===== src/rtl/loop_seq_pkg.sv =====
// Shared definitions for the loop table sequencer and the loop FSM it feeds:
// sequencer states, entry field layout, and the level/type encodings.
package loop_seq_pkg;

    typedef enum logic [1:0] {
        IDLE  = 2'd0,
        RUN   = 2'd1,
        FLUSH = 2'd2
    } seq_state_t;

    localparam int ENTRY_SZ_STATE = 48;

    localparam int VALID_BIT  = 0;
    localparam int LEVEL_LSB  = 1;
    localparam int SC_LSB     = 3;
    localparam int NUM_SC_LSB = 8;
    localparam int TYPE_LSB   = 13;
    localparam int TRIG_LSB   = 16;

    localparam int LEVEL_W  = 2;
    localparam int SC_W     = 5;
    localparam int NUM_SC_W = 5;
    localparam int TYPE_W   = 3;
    localparam int TRIG_W   = 32;

    localparam logic [LEVEL_W-1:0] LEVEL_I = 2'd0;
    localparam logic [LEVEL_W-1:0] LEVEL_J = 2'd1;
    localparam logic [LEVEL_W-1:0] LEVEL_K = 2'd2;

    localparam logic [TYPE_W-1:0] TYPE_NONE = 3'd0;
    localparam logic [TYPE_W-1:0] TYPE_INIT = 3'd1;
    localparam logic [TYPE_W-1:0] TYPE_BODY = 3'd2;
    localparam logic [TYPE_W-1:0] TYPE_FINI = 3'd3;

    // Assembles one FSM entry from its fields; unused bits stay zero.
    function automatic logic [ENTRY_SZ_STATE-1:0] make_entry(
        input logic                valid,
        input logic [LEVEL_W-1:0]  level,
        input logic [SC_W-1:0]     sc,
        input logic [NUM_SC_W-1:0] num_sc,
        input logic [TYPE_W-1:0]   typ,
        input logic [TRIG_W-1:0]   trig
    );
        logic [ENTRY_SZ_STATE-1:0] e;
        e = '0;
        e[VALID_BIT]                 = valid;
        e[LEVEL_LSB  +: LEVEL_W]     = level;
        e[SC_LSB     +: SC_W]        = sc;
        e[NUM_SC_LSB +: NUM_SC_W]    = num_sc;
        e[TYPE_LSB   +: TYPE_W]      = typ;
        e[TRIG_LSB   +: TRIG_W]      = trig;
        return e;
    endfunction

endpackage


===== src/rtl/loop_table_sequencer_rf.sv =====
// DEPTH x ENTRY_W register file: one synchronous write port, one
// asynchronous read port. Contents are intentionally not reset.
module loop_table_rf #(
    parameter int ENTRY_W = 64,
    parameter int DEPTH   = 32,
    parameter int ADDR_W  = 5
) (
    input  logic               clk,
    input  logic               we,
    input  logic [ADDR_W-1:0]  waddr,
    input  logic [ENTRY_W-1:0] wdata,
    input  logic [ADDR_W-1:0]  raddr,
    output logic [ENTRY_W-1:0] rdata
);

    logic [ENTRY_W-1:0] mem [DEPTH];

    always_ff @(posedge clk) begin
        if (we) begin
            mem[waddr] <= wdata;
        end
    end

    assign rdata = mem[raddr];

endmodule


===== src/rtl/loop_table_sequencer.sv =====
// Serves the host-loaded loop table to the loop FSM, repeats the program and
// resets the FSM between passes. Optional perf counter: SEQ_PERF_CNT_EN.
module loop_table_sequencer
    import loop_seq_pkg::*;
#(
    parameter int ENTRY_W = 64,
    parameter int DEPTH   = 32,
    parameter int ADDR_W  = 5,
    parameter int REP_W   = 8
) (
    input  logic               clk,
    input  logic               rst,
    input  logic               wr_en,
    input  logic [ADDR_W-1:0]  wr_addr,
    input  logic [ENTRY_W-1:0] wr_data,
    output logic               wr_err,
    input  logic [ADDR_W:0]    prog_len,
    input  logic [REP_W-1:0]   rep_cnt,
    input  logic               start,
    input  logic [ADDR_W-1:0]  fsm_smart_ptr,
    input  logic               fsm_done,
    output logic [ENTRY_W-1:0] entry_table,
    output logic               fsm_rst,
    output logic               busy,
    output logic               run_done,
`ifdef SEQ_PERF_CNT_EN
    output logic [31:0]        perf_cycles,
`endif
    output logic [REP_W-1:0]   reps_left
);

    localparam logic [ADDR_W:0] DEPTH_L = (ADDR_W+1)'(DEPTH);

    seq_state_t         state;
    seq_state_t         state_nxt;
    logic [ADDR_W:0]    prog_len_q;
    logic [ENTRY_W-1:0] rd_data;
    logic               start_ok;
    logic               start_bad;
    logic               wr_ok;

    always_comb begin
        start_ok  = (state == IDLE) && start && (prog_len != '0);
        start_bad = (state == IDLE) && start && (prog_len == '0);
        wr_ok     = wr_en && (state == IDLE) && ({1'b0, wr_addr} < DEPTH_L);
    end

    loop_table_rf #(
        .ENTRY_W (ENTRY_W),
        .DEPTH   (DEPTH),
        .ADDR_W  (ADDR_W)
    ) u_rf (
        .clk   (clk),
        .we    (wr_ok),
        .waddr (wr_addr),
        .wdata (wr_data),
        .raddr (fsm_smart_ptr),
        .rdata (rd_data)
    );

    // Slots past the program end read as zero so the FSM sees valid=0 and raises done.
    always_comb begin
        entry_table = '0;
        if ((state == RUN) && ({1'b0, fsm_smart_ptr} < prog_len_q)) begin
            entry_table = rd_data;
        end
    end

    always_ff @(posedge clk) begin
        if (rst) begin
            state <= IDLE;
        end else begin
            state <= state_nxt;
        end
    end

    always_comb begin
        state_nxt = state;
        fsm_rst   = 1'b1;
        busy      = 1'b1;
        run_done  = 1'b0;
        case (state)
            IDLE: begin
                busy = 1'b0;
                if (start_ok) begin
                    state_nxt = RUN;
                end
            end
            RUN: begin
                fsm_rst = 1'b0;
                if (fsm_done) begin
                    state_nxt = FLUSH;
                end
            end
            FLUSH: begin
                if (reps_left > REP_W'(1)) begin
                    state_nxt = RUN;
                end else begin
                    run_done  = 1'b1;
                    state_nxt = IDLE;
                end
            end
            default: begin
                state_nxt = IDLE;
            end
        endcase
        if (rst) begin
            fsm_rst = 1'b1;
        end
    end

    always_ff @(posedge clk) begin
        if (rst) begin
            prog_len_q <= '0;
            reps_left  <= '0;
            wr_err     <= 1'b0;
        end else begin
            if (start_ok) begin
                prog_len_q <= prog_len;
                reps_left  <= (rep_cnt == '0) ? REP_W'(1) : rep_cnt;
                wr_err     <= 1'b0;
            end else if (start_bad) begin
                wr_err <= 1'b1;
            end
            if (wr_en && (state != IDLE)) begin
                wr_err <= 1'b1;
            end
            if (state == FLUSH) begin
                reps_left <= reps_left - REP_W'(1);
            end
        end
    end

`ifdef SEQ_PERF_CNT_EN
    always_ff @(posedge clk) begin
        if (rst) begin
            perf_cycles <= '0;
        end else if (start_ok) begin
            perf_cycles <= '0;
        end else if (((state == RUN) || (state == FLUSH)) && (perf_cycles != '1)) begin
            perf_cycles <= perf_cycles + 32'd1;
        end
    end
`endif

endmodule


===== config.mk =====
export PLATFORM = sky130hd
export DESIGN_NAME = loop_table_sequencer
export DESIGN_NICKNAME = d
export VERILOG_FILES = /design/src/rtl/loop_seq_pkg.sv /design/src/rtl/loop_table_sequencer_rf.sv /design/src/rtl/loop_table_sequencer.sv
export SDC_FILE = /design/constraint.sdc
export NUM_CORES = 2
export LEC_CHECK = 0
export ABC_AREA = 1
export CAP_MARGIN = 10
export CORE_MARGIN = 4
export CORE_UTILIZATION = 65
export CTS_BUF_LIST = sky130_fd_sc_hd__clkbuf_4 sky130_fd_sc_hd__clkbuf_8
export DETAILED_ROUTE_END_ITERATION = 16
export DONT_BUFFER_PORTS = 1
export PLACE_DENSITY = 0.79
export SYNTH_ARGS = -nofsm -noshare
export SYNTH_HDL_FRONTEND = slang
export SYNTH_SLANG_ARGS = --single-unit

===== constraint.sdc =====
create_clock -name clk -period 9.1 [get_ports clk]
set_input_delay 1.365 -clock clk [delete_from_list [all_inputs] [get_ports clk]]
set_output_delay 1.365 -clock clk [all_outputs]
set_load 0.02 [all_outputs]

==> flow_summary_export.csv <==
group,metric,value,unit
status,status,"finished, violations left",
status,violations,"max-slew violations",
worst_setup_path,r2r-end,"u_rf.mem[0][31]",
floorplanning,rows,130,
worst_setup_path,worst-endpoint-required,7.74,ns
pwr,powerDensity,209,mW/mm^2
pwr,share_comb_of_total_power,0.049,
global_routing,grt_max_degree,1026,
floorplanning,dieHeight,365,um
floorplanning,core_area,0.126,sq mm
clock_tree,clockRootBuffer,"clkbuf_8",
synth,synth-main-ff-cell,"edfxtp_1",
worst_setup_path,reg2reg_slack,4.51,ns
place,gp_congestion,0.772,
clock_tree,clkSlewWorstSetupHoldPaths,0.06,ns
global_routing,overflow,0,
worst_setup_path,critPathCapture,"entry_table[44]",
clock_tree,htree_levels,5,
synth,synth_edf_count,2048,
clock_tree,postCtsHoldBufs,0,
worst_hold_path,hold_start,"rst",
pwr,internal-power,14.6,mW
clock_tree,post_cts.repair.setup_buffers,0,
pwr,peakVddDrop,0.178,mV
timing,finalCritPeriodShare,0.873,
global_routing,grt_pass1_wl,315,mm
place,numPortBuffers,0,
worst_setup_path,path_cells,"buf_16 > buf_16 > inv_16 > nand2_1 > a21oi_1 > o21ai_1 > a21oi_4 > buf_4 > nand2_1 > nor2_1",
place,place_area,0.0836,sq mm
pwr,total_power,18.7,mW
synth,netlist_instances,6866,
worst_setup_path,r2r_start,"state[1]",
worst_setup_path,reg2regPathDepth,6,
pwr,p_leak,31.5,nW
route,firstDrtPassIters,6,
synth,yosysTopAreaCellShare,0.740,
floorplanning,initial_core_util,0.658,
clock_tree,cts_resized,0,
synth,ys_types,28,
route,drcViolationCount,0,
worst_setup_path,cp-end-kind,"output pin",
global_routing,grtUsageTotal,0.313,
route,via_per_inst,6.32,
floorplanning,die_width,365,um
pwr,p_clk_frac,0.387,
floorplanning,die-area,0.134,sq mm
finish,stdcell_area,0.0895,sq mm
synth,ys_seq_area_frac,0.744,
worst_setup_path,cp_num_buf_inv,4,
clock_tree,tritoncts,"built",
synth,ys_seq_elements,2065,
worst_hold_path,hold_class,"in -> reg",
worst_setup_path,worstSetupPathType,"in -> out",
global_routing,antenna_found_initial,2,
synth,synthTopCellsByArea,"edfxtp_1 (74%), nand3_1 (11%), nand2_1 (10%), buf_2 (1.5%), buf_4 (0.61%)",
synth,yosys.area.top_type,"edfxtp_1",
timing,setup_tns,0,ns
route,wire_per_inst,24.2,um
worst_setup_path,startpoint,"fsm_smart_ptr[0]",
synth,synth_area_per_cell,12.1,sq um
clock_tree,cts_buffers,332,
timing,fin_skew,0.0432,ns
timing,rsz0062_at_grt,"no",
clock_tree,clk_path_buf_depth,4,
worst_setup_path,slowest_stage,"a21oi_4",
synth,syn-cell-area,0.0831,sq mm
worst_setup_path,max_stage_delay,0.92,ns
timing,period_minus_slack,7.95,ns
finish,nets,6924,
timing,hold_violations,0,
timing,worstMarginPinSlew,1.80,ns
clock_tree,clk_latency,0.98,ns
finish,syn_to_final_growth,7.77,%
worst_setup_path,critPathTopFamily,"buffers and inverters",
synth,syn_nets,6965,
timing,slew_headroom,-0.197,
timing,fmax,126,MHz
pwr,p_sw_frac,0.220,
pwr,seqPwrFrac,0.565,
route,initialDrtViolationCount,8647,
place,dp_hpwl,96.1,mm
timing,finalMaxSlewViolations,637,
run,drv_cap,0,
global_routing,grt_pass1_vias,53100,
route,antenna_left,0,
synth,async_reset_ff_frac,0,
timing,setup_viol,0,
route,finalWirelength,211,mm
worst_setup_path,cp.depth,10,
pwr,p_sw,4.11,mW
worst_setup_path,start_kind,"primary input",
worst_setup_path,arrival,6.58,ns
route,num_vias,54900,
synth,synth_warnings,0,
worst_setup_path,worstPathMaxFanout,357,
finish,utilization,0.709,
floorplanning,ios,169,
clock_tree,clock_sinks,2065,
finish,drive_above_1_share,0.0800,
layout by cell type, fill, tap and decap left out, drive strengths merged, types with 2 or more instances in the layout:
cell type / n
clkbuf: 432
inv: 37
nor3: 2
buf: 73
o21ai: 12
edfxtp: 2048
nand2: 2275
dfxtp: 17
clkinv: 115
nand4: 7
ha: 6
nor2: 120
o211ai: 2
nand3: 1808
a21oi: 75
diode: 3
a211oi: 2
cell type report:
class,count,area [sq um]
Clock inverter,115,464
Clock buffer,432,5360
Multi-Input combinational cell,4315,18900
Tap cell,1650,2060
Inverter,38,179
Antenna cell,3,7.51
Fill cell,8120,36700
Timing Repair Buffer,73,671
Sequential cell,2065,61800
cells by family after synthesis:
logic type               after synthesis  synth area share
AO/OA/AOI/OAI                         94           0.00598
flip-flops                          2065             0.744
buffers and inverters                486            0.0305
AND/OR/NAND/NOR                     4214             0.218
adder cells (fa/ha/maj)                6          0.000904
XOR/XNOR                               1          0.000105
per-stage QoR:
step / hold WS [ns] / setup WS, ns / cells
finish: 0.443 / 1.15 / 8691
global route: 0.403 / 0.986 / 8691
CTS: 0.374 / 2.54 / 8685
detailed placement: 0.456 / 2.52 / 8138
global placement: 0.451 / 2.58 / 8138
floorplan: 0.433 / 4.10 / 6866
synth_stat cells (7+ instances only):
master    number
nand2_1     2275
edfxtp_1    2048
nand3_1     1808
buf_2        247
nor2_1       120
clkbuf_1      80
a21oi_1       74
buf_4         67
inv_1         36
buf_1         34
buf_6         20
dfxtp_1       17
o21ai_0       11
nand4_1        7
worst min-delay path by stage:
| stage | endpoint | slack [ns] | cells past startpoint |
|---|---|---|---|
| final | reps_left[3] | 0.44 | 1 |
| after global routing | reps_left[3] | 0.40 | 1 |
| after CTS | reps_left[3] | 0.37 | 1 |
| after detailed placement | prog_len_q[3] | 0.46 | 2 |
| after global placement | prog_len_q[2] | 0.45 | 2 |
| after floorplan | prog_len_q[1] | 0.43 | 2 |
registers in the layout, indices dropped and copies added, names as in the netlist:
register	flops
prog_len_q	6
wr_err	1
reps_left	8
u_rf.mem	2048
state	2
layer usage:
layer	wire (um)	part of all wire	vias up	track usage
met1	75200	0.36	26200	0.418
met5	0	0	-	0
met2	101000	0.48	3839	0.505
li1	-	-	24300	-
met4	8870	0.042	0	0.142
met3	25900	0.12	599	0.0661
power by group through the flow:
stage	sequential, mW	combinational [mW]	clock [mW]
2_1_floorplan	10.8	0.738	0
3_3_place_gp	10.8	0.790	0
3_5_place_dp	10.8	0.815	0
4_1_cts	10.6	0.819	7.28
5_1_grt	10.6	1.00	7.73
6_report	10.6	0.911	7.23
No activity file was read; power rests on OpenSTA's default activity.
